## config.mk

```make
export PLATFORM = sky130hd
export DESIGN_NAME = arith_sequencer_flat
export DESIGN_NICKNAME = d
export VERILOG_FILES = /design/src/rtl/arith_sequencer_if.sv /design/src/rtl/arith_sequencer.sv /design/src/flat_wrapper.sv
export SDC_FILE = /design/constraint.sdc
export NUM_CORES = 1
export LEC_CHECK = 0
export ABC_CLOCK_PERIOD_IN_PS = 2300
export CAP_MARGIN = 20
export CORE_MARGIN = 2
export CORE_UTILIZATION = 35
export DETAILED_ROUTE_END_ITERATION = 10
export GPL_ROUTABILITY_DRIVEN = 0
export HOLD_SLACK_MARGIN = 0.02
export SLEW_MARGIN = 30
export SYNTH_ARGS = -nofsm -noshare
export SYNTH_HDL_FRONTEND = slang
export SYNTH_SLANG_ARGS = --single-unit
```

## constraint.sdc

```tcl
create_clock -name clk -period 2.3 [get_ports clk]
set_clock_uncertainty 0.15 [all_clocks]
set_input_delay 0.23 -clock clk [delete_from_list [all_inputs] [get_ports clk]]
set_output_delay 0.23 -clock clk [all_outputs]
set_load 0.02 [all_outputs]
```

## src/rtl/arith_sequencer_if.sv

```systemverilog
// rtl/arith_sequencer_if.sv - request/result bundle for the arithmetic sequencer
interface arith_sequencer_if #(
    parameter int WIDTH = 4
);
    logic                   start;
    logic [1:0]             op;
    logic [WIDTH-1:0]       in1;
    logic [WIDTH-1:0]       in2;
    logic                   ready;
    logic                   busy;
    logic [2*WIDTH-1:0]     out;
    logic                   flag;
    logic                   err;
    logic                   done;

    modport master (
        output start, op, in1, in2,
        input  ready, busy, out, flag, err, done
    );

    modport slave (
        input  start, op, in1, in2,
        output ready, busy, out, flag, err, done
    );
endinterface

```

## src/rtl/arith_sequencer.sv

```systemverilog
// rtl/arith_sequencer.sv - sequences add/sub (one cycle) and shift-add multiply (WIDTH cycles)
// Multiply is compiled in only when ARITH_SEQ_MUL_EN is defined; otherwise op=10 reports err.
module arith_sequencer #(
    parameter int WIDTH = 4
) (
    input  logic             clk,
    input  logic             rst_n,
    arith_sequencer_if.slave bus
);
    localparam int CNT_W = $clog2(WIDTH) + 1;

    typedef enum logic [1:0] {
        S_IDLE = 2'd0,
        S_EXEC = 2'd1,
        S_MUL  = 2'd2,
        S_DONE = 2'd3
    } state_t;

    state_t               state_q, state_d;
    logic [1:0]           op_q;
    logic [WIDTH-1:0]     a_q, b_q;
    logic [2*WIDTH-1:0]   out_q;
    logic                 flag_q, err_q;

    logic                 ready_o, busy_o, done_o;
    logic                 accept;
    logic                 is_mul;

    logic [WIDTH:0]       sum_w;
    logic [WIDTH-1:0]     diff_w;
    logic [2*WIDTH-1:0]   exec_out;
    logic                 exec_flag, exec_err;

    assign accept = bus.start && ready_o;

`ifdef ARITH_SEQ_MUL_EN
    logic [CNT_W-1:0]     cnt_q;
    logic [2*WIDTH-1:0]   acc_q, acc_d;
    logic                 mul_last;

    assign is_mul   = (bus.op == 2'b10);
    assign mul_last = (cnt_q == CNT_W'(WIDTH - 1));

    // Partial product for the current multiplier bit, shifted into place.
    always_comb begin
        acc_d = acc_q;
        if (b_q[cnt_q[CNT_W-2:0]]) begin
            acc_d = acc_q + ({{WIDTH{1'b0}}, a_q} << cnt_q);
        end
    end
`else
    assign is_mul = 1'b0;
`endif

    always_comb begin
        sum_w     = {1'b0, a_q} + {1'b0, b_q};
        diff_w    = a_q - b_q;
        exec_out  = '0;
        exec_flag = 1'b0;
        exec_err  = 1'b0;
        case (op_q)
            2'b00: begin
                exec_out  = {{WIDTH{1'b0}}, sum_w[WIDTH-1:0]};
                exec_flag = sum_w[WIDTH];
            end
            2'b01: begin
                exec_out  = {{WIDTH{1'b0}}, diff_w};
                exec_flag = (a_q < b_q);
            end
            // Reserved, and multiply when the multiplier is not built.
            default: exec_err = 1'b1;
        endcase
    end

    always_ff @(posedge clk or negedge rst_n) begin
        if (!rst_n) begin
            state_q <= S_IDLE;
        end else begin
            state_q <= state_d;
        end
    end

    always_comb begin
        state_d = state_q;
        case (state_q)
            S_IDLE: begin
                if (accept) begin
                    state_d = is_mul ? S_MUL : S_EXEC;
                end
            end
            S_EXEC: state_d = S_DONE;
`ifdef ARITH_SEQ_MUL_EN
            S_MUL: begin
                if (mul_last) begin
                    state_d = S_DONE;
                end
            end
`else
            S_MUL:  state_d = S_IDLE;
`endif
            S_DONE: state_d = S_IDLE;
            default: state_d = S_IDLE;
        endcase
    end

    always_comb begin
        ready_o = (state_q == S_IDLE);
        busy_o  = (state_q == S_EXEC) || (state_q == S_MUL);
        done_o  = (state_q == S_DONE);
    end

    always_ff @(posedge clk or negedge rst_n) begin
        if (!rst_n) begin
            op_q   <= 2'b00;
            a_q    <= '0;
            b_q    <= '0;
            out_q  <= '0;
            flag_q <= 1'b0;
            err_q  <= 1'b0;
`ifdef ARITH_SEQ_MUL_EN
            acc_q  <= '0;
            cnt_q  <= '0;
`endif
        end else begin
            if (accept) begin
                op_q <= bus.op;
                a_q  <= bus.in1;
                b_q  <= bus.in2;
`ifdef ARITH_SEQ_MUL_EN
                acc_q <= '0;
                cnt_q <= '0;
`endif
            end
            if (state_q == S_EXEC) begin
                out_q  <= exec_out;
                flag_q <= exec_flag;
                err_q  <= exec_err;
            end
`ifdef ARITH_SEQ_MUL_EN
            if (state_q == S_MUL) begin
                acc_q <= acc_d;
                cnt_q <= cnt_q + CNT_W'(1);
                if (mul_last) begin
                    out_q  <= acc_d;
                    flag_q <= 1'b0;
                    err_q  <= 1'b0;
                end
            end
`endif
        end
    end

    assign bus.ready = ready_o;
    assign bus.busy  = busy_o;
    assign bus.done  = done_o;
    assign bus.out   = out_q;
    assign bus.flag  = flag_q;
    assign bus.err   = err_q;
endmodule
```

## src/flat_wrapper.sv

```systemverilog
// flat-port wrapper written by rule: the top's interface ports become plain ports
module arith_sequencer_flat 
#(
    parameter int WIDTH = 4
)
  (clk, rst_n, bus_start, bus_op, bus_in1, bus_in2, bus_ready, bus_busy, bus_out, bus_flag, bus_err, bus_done);
  arith_sequencer_if #(.WIDTH(WIDTH)) bus_i ();
  input  logic clk;
  input  logic rst_n;
  input wire logic [$bits(bus_i.start)-1:0] bus_start;
  input wire logic [$bits(bus_i.op)-1:0] bus_op;
  input wire logic [$bits(bus_i.in1)-1:0] bus_in1;
  input wire logic [$bits(bus_i.in2)-1:0] bus_in2;
  output wire logic [$bits(bus_i.ready)-1:0] bus_ready;
  output wire logic [$bits(bus_i.busy)-1:0] bus_busy;
  output wire logic [$bits(bus_i.out)-1:0] bus_out;
  output wire logic [$bits(bus_i.flag)-1:0] bus_flag;
  output wire logic [$bits(bus_i.err)-1:0] bus_err;
  output wire logic [$bits(bus_i.done)-1:0] bus_done;
  assign bus_i.start = bus_start;
  assign bus_i.op = bus_op;
  assign bus_i.in1 = bus_in1;
  assign bus_i.in2 = bus_in2;
  assign bus_ready = bus_i.ready;
  assign bus_busy = bus_i.busy;
  assign bus_out = bus_i.out;
  assign bus_flag = bus_i.flag;
  assign bus_err = bus_i.err;
  assign bus_done = bus_i.done;
  arith_sequencer #(.WIDTH(WIDTH)) u_core (.clk(clk), .rst_n(rst_n), .bus(bus_i));
endmodule
```

==> flow_summary.toml <==
[routing]
routed_wl_um = 1750
drc = 0
first_pass_iters = 3
avgRoutedWirePerCell_um = 11.4
drt_iter0_drc = 10
vias = 732
top_layer = "met4"
met3_wirelength_um = 50
ant_nets = 0
met1_length_um = 718
via_per_inst = 4.78
wl_met2_um = 962

[cts]
root_buffer = "clkbuf_4"
clk_path_buf_depth = 2
clk_latency_ns = 0.28
htree_levels = 1
cts_buffers = 3
clock_sinks = 18
cts_tree = "done"
cts_setup_buffers = 0
cts_hold_buf = 0
post_cts_resized = 0
clkTransAtPathRegs_ns = 0.10

[sta]
hold_ws_ns = 0.116
hold_viol = 0
fin_ws_ns = 0.274
period_needed_ns = 2.03
period_share_pct = 88.1
fmaxAchievable_mhz = 494
finalSetupViolCount = 0
rsz0062_at_grt = "no"
setup_tns_ns = 0
maxSlewViolCount = 0

[place]
place_area_um2 = 1290
portBuffers = 21
dp.cells = 149
dp_hpwl_um = 1450
dpl_worst_slack_ns = 0.320

[floorplan]
start_util_pct = 36.1
die_h_um = 59.4
die-area_um2 = 3530
rows = 20
io_pins = 26
core_area_um2 = 2980
fp.dieW_um = 59.4

[layout]
area_growth_pct = 23.7
drive_above_1_share_pct = 16.7
antenna_cells = 0
stdcell_count = 153
nNetsFinal = 147
utilization_pct = 44.6
final_cell_area_um2 = 1330

[run_status]
status = "finished clean"

[synth]
async_flop_share_pct = 100
ys_ff_latch = 18
synth_cells = 97
synthFlopType = "dfrtp_1"
yosysSeqAreaShare_pct = 42.0
avgSynthCellArea_um2 = 11.1
syn-cell-area_um2 = 1070
synth-warning-count = 0
synth_edf_count = 0
yosys.cell_types.count = 27

[global_routing]
first_global_vias = 739
grt_first_pass_wirelength_um = 3110
antenna_found_initial = 0
grt_max_degree = 19
globalRoute.totalOverflow = 0
track_usage_pct = 11.9

[critical_path]
critPathSlowestCell = "clkdlybuf4s50_1"
critPathMaxFanout = 5
critical-path-max-stage-delay_ns = 0.63
arrival_ns = 1.65
crit_type = "flop to output pin"
start_kind = "flop"
path_cells = "inv_1 > ha_1 > clkdlybuf4s50_1"
end_kind = "output pin"
worstPathRequired_ns = 1.92

[min_path]
hp-class = "input pin to async pin"

[run]
max-cap-violations = 0

[power]
power.leakage_nw = 0.607
ir_drop_v = 0.000509
powerDensity_nw_per_um2 = 1430
total_power_mw = 1.90
## cells in the mapped netlist (2+ instances only)
| cell | n | share of area (%) |
|---|---|---|
| nor2_1 | 5 | 1.7 |
| fa_1 | 2 | 3.7 |
| a21oi_1 | 3 | 1.4 |
| nand2_1 | 2 | 0.70 |
| ha_1 | 11 | 13 |
| buf_4 | 4 | 2.8 |
| mux2_2 | 11 | 12 |
| inv_1 | 15 | 5.2 |
| dfrtp_1 | 18 | 42 |
| o22ai_1 | 4 | 2.3 |
| o21ai_0 | 4 | 1.9 |
| buf_6 | 2 | 2.1 |
| nor2b_1 | 2 | 1.2 |
## worst max-delay path: cells and delay by family (launching register included)
kind / cells / cell delay [ns]
adders and majority gates: 1 / 0.23
DFF: 1 / 0.40
buffers and inverters: 2 / 0.73
## power breakdown
| group | switching [mW] | internal [mW] | total (mW) |
|---|---|---|---|
| Combinational | 0.545 | 0.556 | 1.10 |
| Clock | 0.0946 | 0.0963 | 0.191 |
| Sequential | 0.138 | 0.472 | 0.610 |
| Total | 0.778 | 1.12 | 1.90 |
## layout make-up
cell class / count / area, um^2
Sequential cell: 18 / 450
Multi-Input combinational cell: 61 / 526
Timing Repair Buffer: 22 / 218
Fill cell: 307 / 1650
Clock buffer: 4 / 36.3
Inverter: 15 / 56.3
Tap cell: 33 / 41.3
## per-layer routing
metal  vias to the layer above  GRT usage (%)
li1                        360              -
met1                       359           12.9
met2                        11           22.0
met3                         2           2.62
met4                         0           4.87
met5                         -              0
## flip-flops by register name (all words and copies together), names as in the netlist
register,cells
u_core.bus.flag,1
u_core.state_q,2
u_core.b_q,4
u_core.bus.err,1
u_core.a_q,4
u_core.op_q,2
u_core.bus.out,4
## worst paths after layout
path / from / endpoint / slack, ns / cells past startpoint
setup reg to reg: u_core.a_q[0] / u_core.bus.flag / 0.33 / 8
hold / removal: rst_n / u_core.a_q[1] / 0.12 / 2
min in group clk: u_core.bus.err / u_core.bus.err / 0.37 / 1
setup / recovery: u_core.state_q[1] / bus_ready / 0.27 / 3
max in group asynchronous: rst_n / u_core.bus.out[3] / 1.69 / 2
hold reg to reg: u_core.bus.err / u_core.bus.err / 0.37 / 1
## layout by cell type, fill, tap and decap left out, types with 2 or more instances in the layout
cell / instances
a21oi_1: 3
clkbuf_4: 3
clkdlybuf4s50_1: 21
conb_1: 4
dfrtp_1: 18
fa_1: 2
ha_1: 11
inv_1: 15
mux2_2: 11
nand2_1: 2
nor2_1: 5
nor2b_1: 2
o21ai_0: 4
o22ai_1: 4
## logic make-up after synthesis
family | after synthesis | synth area share [%]
fa+ha+maj | 13 | 16.6
flops | 18 | 42.0
buf+inv | 21 | 10.1
compound gates | 17 | 10.4
simple gates | 14 | 7.34
other cells | 1 | 0.349
mux | 12 | 12.5
xor+xnor | 1 | 0.816
Power figures use the tool's default switching activity.
